==> config.mk <==
export PLATFORM = sky130hd
export DESIGN_NAME = cond_flag_unit
export DESIGN_NICKNAME = d
export VERILOG_FILES = /design/src/rtl/cond_flag_unit.sv
export SDC_FILE = /design/constraint.sdc
export NUM_CORES = 1
export LEC_CHECK = 0
export ABC_AREA = 0
export BUFFER_PORTS_ARGS = -buffer_cell sky130_fd_sc_hd__clkbuf_2
export CORE_UTILIZATION = 29
export CTS_CLUSTER_SIZE = 8
export DETAILED_ROUTE_END_ITERATION = 12
export PLACE_DENSITY = 0.63
export SYNTH_ARGS = -nofsm -noshare
export SYNTH_HDL_FRONTEND = slang
export SYNTH_SLANG_ARGS = --single-unit
==> constraint.sdc <==
create_clock -name clk -period 1.7 [get_ports clk]
set_input_delay 0.17 -clock clk [delete_from_list [all_inputs] [get_ports clk]]
set_output_delay 0.17 -clock clk [all_outputs]
set_load 0.02 [all_outputs]
==> src/rtl/cond_flag_unit.sv <==
// rtl/cond_flag_unit.sv - Execute-stage NZCV flags register, condition gating and E/M pipeline register (optional COND_STATS_EN annul counter)
module cond_flag_unit (
   input  logic        clk,
   input  logic        rst,
   input  logic        StallE,
   input  logic        FlushE,
   input  logic        CondExE,
   input  logic [1:0]  FlagWriteE,
   input  logic [3:0]  ALUFlagsE,
   input  logic        RegWriteE,
   input  logic        MemWriteE,
   input  logic        MemtoRegE,
   input  logic        PCSrcE,
   input  logic        BranchE,
   input  logic [3:0]  WA3E,
   input  logic [31:0] ALUResultE,
   input  logic [31:0] WriteDataE,
   output logic [3:0]  Flags,
   output logic        PCRedirectE,
   output logic        RegWriteM,
   output logic        MemWriteM,
   output logic        MemtoRegM,
   output logic        PCSrcM,
   output logic [3:0]  WA3M,
   output logic [31:0] ALUResultM,
   output logic [31:0] WriteDataM
`ifdef COND_STATS_EN
   ,
   output logic [15:0] AnnulCnt
`endif
);

   // An instruction survives Execute only if its condition passed and it is not being flushed
   logic live;
   logic reg_write_g;
   logic mem_write_g;
   logic mem_to_reg_g;
   logic pc_src_g;
   logic write_nz;
   logic write_cv;

   // Gate every architecturally visible side effect by the surviving condition
   always_comb begin
      live         = CondExE & ~FlushE;
      reg_write_g  = RegWriteE & live;
      mem_write_g  = MemWriteE & live;
      mem_to_reg_g = MemtoRegE & live;
      pc_src_g     = PCSrcE & live;
      write_nz     = FlagWriteE[1] & live & ~StallE;
      write_cv     = FlagWriteE[0] & live & ~StallE;
      PCRedirectE  = (PCSrcE | BranchE) & live;
   end

   // NZCV register; N,Z and C,V pairs load independently so CMP-style partial updates preserve the rest
   always_ff @(posedge clk) begin
      if (rst) begin
         Flags <= 4'b0000;
      end else begin
         if (write_nz) Flags[3:2] <= ALUFlagsE[3:2];
         if (write_cv) Flags[1:0] <= ALUFlagsE[1:0];
      end
   end

   // Execute/Memory boundary: reset beats stall, stall beats flush, flush inserts a control bubble
   always_ff @(posedge clk) begin
      if (rst) begin
         RegWriteM  <= 1'b0;
         MemWriteM  <= 1'b0;
         MemtoRegM  <= 1'b0;
         PCSrcM     <= 1'b0;
         WA3M       <= 4'd0;
         ALUResultM <= 32'd0;
         WriteDataM <= 32'd0;
      end else if (!StallE) begin
         if (FlushE) begin
            RegWriteM <= 1'b0;
            MemWriteM <= 1'b0;
            MemtoRegM <= 1'b0;
            PCSrcM    <= 1'b0;
         end else begin
            RegWriteM <= reg_write_g;
            MemWriteM <= mem_write_g;
            MemtoRegM <= mem_to_reg_g;
            PCSrcM    <= pc_src_g;
         end
         // Data travels regardless of flush; the cleared controls make it inert downstream
         WA3M       <= WA3E;
         ALUResultM <= ALUResultE;
         WriteDataM <= WriteDataE;
      end
   end

`ifdef COND_STATS_EN
   // An annul is a condition-failed instruction that would otherwise have had a visible effect
   logic annul_event;

   // Classify the instruction in Execute as an annulled one
   always_comb begin
      annul_event = ~StallE & ~FlushE & ~CondExE &
                    (RegWriteE | MemWriteE | PCSrcE | BranchE | (|FlagWriteE));
   end

   // Saturating count of annulled instructions
   always_ff @(posedge clk) begin
      if (rst) begin
         AnnulCnt <= 16'd0;
      end else if (annul_event && (AnnulCnt != 16'hFFFF)) begin
         AnnulCnt <= AnnulCnt + 16'd1;
      end
   end
`endif

endmodule

After elaboration in Yosys (flattened, before gate mapping)

Cells that the tools add are included.

Add/sub/neg operators: 0
$mul: 0
Divide/modulo/power cells: 0
Order comparisons: 0
Equality and inequality tests: 0
Shifts and indexed selects: 0
Muxes and demuxes: 4
Bitwise logic cells: 13
Reduce and logical (&&, ||, !) cells: 0

Operators by type and width:

| operator          | number |
|---|---|
| AND 1 bit         | 10 |
| two-way mux 1 bit | 4 |
| NOT 1 bit         | 2 |
| bitwise OR 1 bit  | 1 |

Register bits: 76
Bits in latches: 0
Bits in writable memories: 0
Bits in read-only memories: 0
Bits of input ports: 84
Output and inout port bits: 77
Word-level logic and storage cells: 26
Memories kept: 0

Depth between registers and ports, before layout

Gate-level depths: netlist of the first run.

Depth after elaboration: 4
Depth in mapped cells: 4
Mapped depth without buffers: 2

Worst setup path before layout of the first run

No wires, ideal clock.

Path kind: input -> output
Start point: input port BranchE
End point: output port PCRedirectE
Data arrival time: 0.717 ns
Slack: 0.813 ns
Stages: 2
Buffers on the path: 0
Cell sequence: nor2_1 nor3b_1

Word-level cells in the longest chain between the ends: 2

Ends and longest elaborated chain:

| what               | RTL line | source |
|---|---|---|
| start: declaration | 14       | `input logic BranchE,` |
| bitwise OR 1 bit   | 51       | `PCRedirectE = (PCSrcE \| BranchE) & live;` |
| AND 1 bit          | 51       |  |
| end: declaration   | 19       | `output logic PCRedirectE,` |

Every way passes these cells.

Final worst setup path of the first run

Start point: register ALUResultM[2]
End point: output port ALUResultM[2]

RTL lines:

| what                     | RTL line | source |
|---|---|---|
| start: declaration       | 25       | `output logic [31:0] ALUResultM,` |
| start signal: assignment | 88       | `ALUResultM <= ALUResultE;` |

No word-level cell between the ends.

==> out/results.tsv, run 1 <==
stage	metric	value	unit
grt	All-Layer GR Usage	12.8	%
critical_path	crit path cell chain	clkbuf_2	
clock_tree	CTS resizes	0	
finish	net count reported at finish	499	
grt	largest net degree at the start of global routing	82	
hold_path	worst min path class	input pin to flop	
critical_path	crit path max fanout	2	
synthesis	Net Count, Synth	342	
clock_tree	worst-skew pair later-pin latency	340	ps
critical_path	crit path DAT	880	ps
timing	Max Clock Skew	0	ps
synthesis	post-synthesis async set-or-reset flop share	0	%
timing	slew of the pin with the lowest slew margin	452	ps
synthesis	Seq/Total Area, Yosys	54.2	%
timing	sum of negative setup slack	0	ps
floorplanning	die area	10100	um2
placed_design	Placed Cells	533	
drt	routed wl met2	3.08	mm
synthesis	xor-xnor portion of the synthesized cell area	0	%
finish	Area Overhead vs Synth	37.6	%
grt	vias in the first global route	2237	
grt	first-pass GRT wire length	10.2	mm
timing	unrepaired setup endpoints after global routing	false	
synthesis	simple-gate share of the synthesized area	14.0	%
synthesis	yosys synthesis warning count	0	
synthesis	dominant synthesized flop cell	dfxtp_1	
finish	Post-Layout Cell Count	549	
placed_design	DP HPWL	4.56	mm
finish	layout cells sized above 1	44.0	%
drt	Avg WL per Cell	11.4	um
synthesis	Mapped Cells	258	
drt	DRT met1 WL	2.66	mm
drt	vias per inst	4.19	
synthesis	largest family of logic cells by synthesized area	multiplexers	
critical_path	Register-to-Register Setup Slack	1060	ps
synthesis	most common cell in the netlist	dfxtp_1	
critical_path	WP buf/inv	1	
placed_design	RePlAce Congestion	0.733	
clock_tree	H-Tree Depth	3	
synthesis	Synth Area in Compound Gates	1.78	%
finish	# diodes	0	
synthesis	Synth area leader	dfxtp_1	
floorplanning	Core Footprint	9330	um2
floorplanning	Starting Density	30.1	%
clock_tree	Worst-path clk slew	80	ps
drt	DR WL met3	387	um
clock_tree	CTS tree	yes	
synthesis	Mapped Area	2810	um2
timing	Tmin final	1050	ps
job	Max-cap violations	0	
power_and_ir_drop	Leak	2.01	nW
placed_design	Buffers on Ports	160	
floorplanning	I/O pins	161	
floorplanning	Row Count	35	
synthesis	synth top area cells	dfxtp_1, mux2i_1, nor2_1	
clock_tree	setup bufs post-CTS	0	
synthesis	Mean Syn Cell Area	10.9	um2
critical_path	CP max stage cell	dfxtp_1	
drt	DRC	0	
drt	top routing layer in use	met4	
drt	1st-pass router iterations	4	
timing	Final setup viols	0	
clock_tree	CTS Hold Bufs	0	
floorplanning	Die Wd	100	um
timing	Slew HR	69.8	%
clock_tree	clock sink count	76	
drt	WL final	6.25	mm
power_and_ir_drop	Max rail drop VDD	0.291	mV
critical_path	CP Class	flop to primary output	
critical_path	slowest stage delay, CP	360	ps
critical_path	kind of end point of the critical path	primary output	
clock_tree	CTS root buf	clkbuf_8	
critical_path	CP required	1530	ps
drt	DRT iter0 DRCs	81	
power_and_ir_drop	PD cells	956	nW/um2
grt	total grt overflow	0	
timing	final worst path period share	61.8	%
clock_tree	Longest Clk Path Bufs	2	
synthesis	Post-synth EDFFs	0	
clock_tree	TritonCTS Buffers	9	
synthesis	Seq cells post-synth	76	
critical_path	startpoint type of the worst setup path	flop	
synthesis	distinct cell type count after synthesis	14	
drt	DRT antenna net count	0	
synthesis	top-area cell type share of the netlist area	54.2	%
timing	fmax	952	MHz
synthesis	fraction of synthesized area in multiplexers	25.7	%
synthesis	Synth Area in Adders	0	%
drt	routed via count	2302	
critical_path	cell family with most CP delay	flip-flops	
status	status	finished, final reports clean	
synthesis	most frequent cells after synthesis	dfxtp_1, mux2i_1, nor2_1	
timing	Final Hold Fails	0	
grt	antenna violations before repair	0	
timing	Slew Viols, Final	0	
timing	WHS	55.4	ps
floorplanning	die height	100	um
[report_power, final]
part / switching, mW / internal, mW
Combinational: 0.320 / 0.251
Clock: 0.666 / 0.528
Sequential: 0.0503 / 1.88
Total: 1.04 / 2.66
[registers in the layout, indices dropped and copies added, names as in the netlist]
register,count
Flags,4
ALUResultM,32
WA3M,4
MemtoRegM,1
RegWriteM,1
MemWriteM,1
WriteDataM,32
PCSrcM,1
[worst paths after layout]
check	start	endpoint	cells past startpoint
max	ALUResultM[2]	ALUResultM[2]	1
min	ALUResultE[0]	ALUResultM[0]	3
max reg2reg	WriteDataM[3]	WriteDataM[3]	2
min reg2reg	Flags[0]	Flags[0]	2
[through the flow]
| stage | utilization (%) | cell area, um2 | total power [mW] | worst slack, ps |
|---|---|---|---|---|
| after floorplan | - | 2810 | 2.32 | 813 |
| after global placement | 39.6 | 3700 | 2.54 | 554 |
| after detailed placement | 39.6 | 3700 | 2.55 | 523 |
| after CTS | 41.4 | 3860 | 3.78 | 614 |
| after global routing | 41.4 | 3860 | 3.90 | 592 |
| final | 41.4 | 3860 | 3.69 | 649 |
[layout by cell type (no fill, tap or decap), drive strengths merged]
master	Yosys	final
and4bb	2	2
buf	14	4
clkbuf	3	169
clkinv	0	3
clkinvlp	0	2
dfxtp	76	76
inv	0	1
mux2i	72	72
nand2	4	4
nand2b	12	12
nor2	69	69
nor3b	1	1
o22ai	4	4
or3b	1	1
[area by class of cell]
| class | count | area (um2) |
|---|---|---|
| clock buffer | 10 | 128 |
| clock inverter | 6 | 38.8 |
| tap | 129 | 161 |
| multi-input combinational | 165 | 1160 |
| timing repair buffer | 163 | 851 |
| fill | 971 | 5460 |
| sequential | 76 | 1520 |
[per-layer routing]
metal	GRT usage, %	vias to the layer above
met4	6.02	0
met5	0	-
met1	14.7	1041
met3	3.55	11
met2	21.9	85
li1	-	1165
[cell families after synthesis]
kind of cell / count (synthesis)
multiplexers: 72
flip-flops: 76
AO/OA/AOI/OAI: 4
buffers and inverters: 17
AND/OR/NAND/NOR: 89
(Power assumes the default switching activity.)
==> run 2, diff against run 1 <==
Settings changed: PLACE_DENSITY 0.63 to 0.65.
Clock period 1.7 ns to 0.9 ns, I/O delays scaled along.
==> run 2 against run 1 <==
The flow now finishes with violations (negative setup slack). Wire length rose by 43%. Critical path depth unchanged. Register-to-register slack got worse by 1100 ps. Hold slack lost 42 ps. Global-route usage increased by 4.7 points. Worst setup slack got worse by 660 ps. Via count up 21%. Power is 130% higher. Clock skew stayed put. Largest power group unchanged. Highest routed layer unchanged.
==> out/results.tsv, run 2 (synthesis results as in run 1) <==
stage	metric	value	unit	change
timing	Slew Viols, Final	0		unchanged
floorplanning	die area	10100	um2	unchanged
placed_design	RePlAce Congestion	0.683		-6.8%
finish	Top Registers	ALUResultM (32), WriteDataM (32)		
timing	Tmin final	911	ps	
drt	DRT antenna net count	0		unchanged
critical_path	CP max stage cell	dfxtp_2		
grt	All-Layer GR Usage	17.4	%	+4.7 points
drt	1st-pass router iterations	4		unchanged
drt	vias per inst	4.36		+4.1%
drt	DRT iter0 DRCs	38		-53%
hold_path	Hold Path Sink	ALUResultM[7]		
clock_tree	TritonCTS Buffers	9		unchanged
critical_path	CP required	810	ps	-720 ps
clock_tree	CTS root buf	clkbuf_8		
job	Max-cap violations	0		unchanged
critical_path	crit path DAT	820	ps	-60 ps
grt	largest net degree at the start of global routing	40		-51%
critical_path	kind of end point of the critical path	primary output		
timing	unrepaired setup endpoints after global routing	true		
power_and_ir_drop	Max rail drop VDD	0.952	mV	+230%
grt	vias in the first global route	2911		+30%
finish	net count reported at finish	588		+18%
clock_tree	CTS tree	yes		
clock_tree	Longest Clk Path Bufs	2		unchanged
critical_path	startpoint type of the worst setup path	flop		
critical_path	reg2reg end	WriteDataM[11]		
hold_path	Hold Crit Start	ALUResultE[7]		
finish	Multi-input gate area	1160	um2	unchanged
drt	WL final	8.93	mm	+43%
floorplanning	die height	100	um	unchanged
timing	slew of the pin with the lowest slew margin	258	ps	-194 ps
finish	FF+latch area	1620	um2	+6.2%
critical_path	reg-to-reg startpoint	WriteDataM[11]		
status	failing checks	negative setup slack		
floorplanning	Starting Density	30.1	%	unchanged
timing	fmax	1100	MHz	
timing	sum of negative setup slack	-10.7	ps	-10.7 ps
grt	first-pass GRT wire length	13.5	mm	+32%
timing	Final Hold Fails	0		unchanged
clock_tree	Worst-path clk slew	80	ps	about the same
timing	final worst path period share	101	%	
critical_path	worst r2r path cells	4		+2
power_and_ir_drop	PD cells	1480	nW/um2	+54%
finish	layout cells sized above 1	55.3	%	+11 points
critical_path	WP buf/inv	1		unchanged
finish	most common cell after layout, fill and taps aside	clkbuf_2		
drt	routed via count	2780		+21%
hold_path	Hold Crit Depth	3		unchanged
critical_path	Register-to-Register Setup Slack	10	ps	-1050 ps
status	status	finished with violations		
finish	Area Overhead vs Synth	101	%	
critical_path	CP Class	flop to primary output		
drt	DRC	0		unchanged
critical_path	cell family with most CP delay	flip-flops		
finish	Fill cells	724		-25%
critical_path	crit path cell chain	buf_8		
drt	Avg WL per Cell	14.0	um	+23%
placed_design	Buffers on Ports	160		unchanged
floorplanning	Row Count	35		unchanged
clock_tree	worst-skew pair later-pin latency	330	ps	about the same
critical_path	slowest stage delay, CP	370	ps	about the same
clock_tree	clock sink count	76		unchanged
clock_tree	H-Tree Depth	3		unchanged
hold_path	worst min path class	input pin to flop		
finish	commonest cells after routing, fill and taps aside	clkbuf_2, dfxtp_2, buf_8, mux2i_1, nor2_1		
grt	total grt overflow	0		unchanged
power_and_ir_drop	Pwr Total	8.32	mW	+130%
timing	Final setup viols	1		+1
floorplanning	Core Footprint	9330	um2	unchanged
grt	antenna violations before repair	0		unchanged
timing	post-route setup slack	-10.7	ps	-660 ps
finish	# diodes	0		unchanged
timing	Max Clock Skew	0	ps	unchanged
floorplanning	Die Wd	100	um	unchanged
floorplanning	I/O pins	161		unchanged
power_and_ir_drop	Leak	2.68	nW	+33%
critical_path	crit path max fanout	2		unchanged
timing	Slew HR	82.8	%	+13 points
placed_design	DP HPWL	4.75	mm	+4.1%
[run 2: final cells by class]
class                      instances  share of cell area (%)
clock buffer                      10                    2.27
clock inverter                     5                    1.38
multi-input combinational        165                    20.7
sequential                        76                    28.7
tap                              129                    2.86
timing repair buffer             252                    44.1
[run 2: how the worst max path moves through the flow]
stage,start,to,slack (ps),depth (start not counted)
finish,ALUResultM[1],ALUResultM[1],-10,1
global route,ALUResultM[1],ALUResultM[1],-50,1
CTS,PCSrcM,PCSrcM,-30,1
detailed placement,StallE,WriteDataM[16],-40,4
global placement,StallE,WriteDataM[3],2,4
floorplan,StallE,MemWriteM,100,3
[run 2: report_power, final]
| part | internal, mW | switching (mW) |
|---|---|---|
| combinational | 1.08 | 0.721 |
| sequential | 3.59 | 0.173 |
| clock | 1.54 | 1.22 |
[run 2: worst register-to-register path, cell delays in order, from the launching register on]
cell and delay [ps]:
dfxtp_2 340, buf_4 130, buf_4 120, mux2i_1 130, nor2_1 60
[run 2: timing repair]
action | in CTS | in global routing
hold buffers | 68 | 0
hold endpoints to repair | 68 | 0
setup endpoints to repair | 76 | 76
setup buffers | 3 | 15
gates resized for setup | 223 | 76
[run 2: through the flow]
step	area [um2]	util, %	std cells	hold slack, ps	setup slack (ps)
6_report	5630	60.4	637	13.3	-10.7
5_1_grt	5630	60.4	637	8.27	-52.0
4_1_cts	5430	58.2	622	0.652	-32.7
3_5_place_dp	3760	40.3	536	329	-37.1
3_3_place_gp	3760	40.3	536	319	1.63
2_1_floorplan	2810	-	258	234	104
[run 2: metal layers]
layer	wire length (um)	share of wire, %	track usage, %
met5	0	0	0
met4	225	2.5	7.25
met3	476	5.3	5.71
met2	5000	56	34.1
met1	3220	36	16.5
==> run 3, diff against run 2 <==
Settings changed: CORE_UTILIZATION 29 to 39, PLACE_DENSITY 0.65 to 0.81.
==> run 3 against run 2 <==
The flow finishes with violations (negative hold slack, negative setup slack). Sequential share of layout area grew 0.55 points. Via count grew 1.1%. Critical path type is now flop to flop. Register-to-register slack lost 40 ps. Sequential power is essentially flat. Worst setup slack lost 24 ps. Non-clock buffer count shrank 6. Clock skew is the same. Clock power is essentially flat. Largest power group unchanged. First-iteration DRC count grew 95%.
==> out/results.tsv, run 3 (synthesis results as in run 1) <==
stage	metric	value	unit	change
timing	slew of the pin with the lowest slew margin	259	ps	+0.846 ps
placed_design	RePlAce Congestion	0.703		+2.9%
critical_path	startpoint type of the worst setup path	flop		
timing	Slew HR	82.2	%	-0.55 points
placed_design	Placed Cells	501		-6.5%
finish	most common cell after layout, fill and taps aside	clkbuf_2		
timing	unrepaired setup endpoints after global routing	true		
critical_path	CP required	1110	ps	+300 ps
finish	# diodes	0		unchanged
timing	post-route setup slack	-34.7	ps	-24.0 ps
timing	Slew Viols, Final	0		unchanged
timing	fmax	1070	MHz	-2.6%
hold_path	worst min path class	input pin to flop		
finish	cell area after layout	5530	um2	-1.9%
critical_path	crit path max fanout	2		unchanged
status	status	finished with violations		
floorplanning	I/O pins	161		unchanged
grt	All-Layer GR Usage	24.2	%	+6.7 points
drt	1st-pass router iterations	4		unchanged
timing	sum of negative setup slack	-61.0	ps	-50.3 ps
finish	Top Registers	ALUResultM (32), WriteDataM (32)		
drt	WL final	10.1	mm	+13%
placed_design	Place WS	-24.8	ps	+12.2 ps
clock_tree	CTS root buf	clkbuf_8		
finish	commonest cells after routing, fill and taps aside	clkbuf_2, dfxtp_2, buf_8, mux2i_1, nor2_1		
floorplanning	die height	86.9	um	-13%
drt	DRC	0		unchanged
drt	vias per inst	4.71		+7.9%
finish	Post-Layout Cell Count	597		-6.3%
clock_tree	Longest Clk Path Bufs	2		unchanged
finish	Layout Utilization	80.5	%	+20 points
finish	layout cells sized above 1	55.3	%	about the same
floorplanning	Row Count	30		-14%
timing	Final setup viols	8		+7
timing	Final Hold Fails	1		+1
status	failing checks	negative hold slack, negative setup slack		
job	Max-cap violations	0		unchanged
grt	vias in the first global route	2858		-1.8%
critical_path	Register-to-Register Setup Slack	-30	ps	-40 ps
finish	Area Overhead vs Synth	96.9	%	
drt	routed via count	2811		+1.1%
floorplanning	Core Footprint	6870	um2	-26%
critical_path	kind of end point of the critical path	flop		
floorplanning	die area	7540	um2	-25%
floorplanning	Die Wd	86.9	um	-13%
placed_design	Buffers on Ports	160		unchanged
timing	Max Clock Skew	0	ps	unchanged
critical_path	CP Class	flop to flop		
critical_path	crit path cell chain	buf_4 > mux2i_1 > nor2_1		
timing	WHS	-0.0393	ps	-13.4 ps
grt	antenna violations before repair	0		unchanged
grt	largest net degree at the start of global routing	45		+13%
finish	Fill cells	369		-49%
clock_tree	TritonCTS Buffers	9		unchanged
clock_tree	worst-skew pair later-pin latency	340	ps	about the same
drt	DRT iter0 DRCs	74		+95%
timing	final worst path period share	104	%	+2.7 points
power_and_ir_drop	PD cells	1510	nW/um2	+2.0%
critical_path	crit path DAT	1140	ps	+320 ps
power_and_ir_drop	Max rail drop VDD	1.04	mV	+9.1%
floorplanning	Starting Density	40.9	%	+11 points
critical_path	CP max stage cell	dfxtp_2		
power_and_ir_drop	Leak	2.65	nW	-1.1%
clock_tree	Worst-path clk slew	80	ps	about the same
critical_path	slowest stage delay, CP	340	ps	-30 ps
placed_design	placed cell areas	3690	um2	-1.8%
grt	first-pass GRT wire length	13.7	mm	+1.8%
clock_tree	H-Tree Depth	3		unchanged
drt	Avg WL per Cell	16.9	um	+20%
clock_tree	CTS tree	yes		
clock_tree	clock sink count	76		unchanged
placed_design	DP HPWL	4.64	mm	-2.3%
grt	total grt overflow	0		unchanged
power_and_ir_drop	Pwr Total	8.33	mW	about the same
timing	Tmin final	935	ps	+24.0 ps
finish	net count reported at finish	582		-1.0%
drt	DRT antenna net count	0		unchanged
run 3: timing repair:
action / in CTS / in global routing
gates resized for setup: 226 / 76
hold buffers: 65 / 1
endpoints found under the setup margin: 76 / 76
endpoints found under the hold margin: 65 / 1
setup buffers: 3 / 13
run 3: metal layers:
metal | wire, um | up-vias | track usage [%] | share of wire [%]
met1 | 3300 | 1301 | 23.5 | 33
met3 | 687 | 45 | 6.35 | 6.8
li1 | - | 1333 | - | -
met2 | 5560 | 132 | 46.3 | 55
met4 | 525 | 0 | 12.6 | 5.2
met5 | 0 | - | 0 | 0
run 3: where the power goes:
group | switching (mW) | internal (mW) | leakage, nW | total, mW
logic | 0.761 | 1.06 | 1.89 | 1.83
registers | 0.177 | 3.59 | 0.654 | 3.77
clock network | 1.21 | 1.53 | 0.105 | 2.73
total | 2.15 | 6.18 | 2.65 | 8.33
run 3: area by class of cell:
class | count | area (um2) | area share [%]
Tap cell | 96 | 120 | 2.17
Sequential cell | 76 | 1620 | 29.2
Multi-Input combinational cell | 165 | 1160 | 21.1
Clock buffer | 9 | 124 | 2.24
Timing Repair Buffer | 246 | 2420 | 43.9
Clock inverter | 5 | 78.8 | 1.43
run 3: worst paths after layout:
check | start | to | depth (start not counted)
max | WriteDataM[3] | WriteDataM[3] | 3
min | WriteDataE[6] | WriteDataM[6] | 3
max reg2reg | WriteDataM[3] | WriteDataM[3] | 3
min reg2reg | Flags[1] | Flags[1] | 2
run 3: worst max-delay path: cells and delay by family, from the launching register on:
family	cells	cell delay [ps]
muxes	1	230
DFF	1	340
buffers and inverters	1	130
and+or+nand+nor	1	110
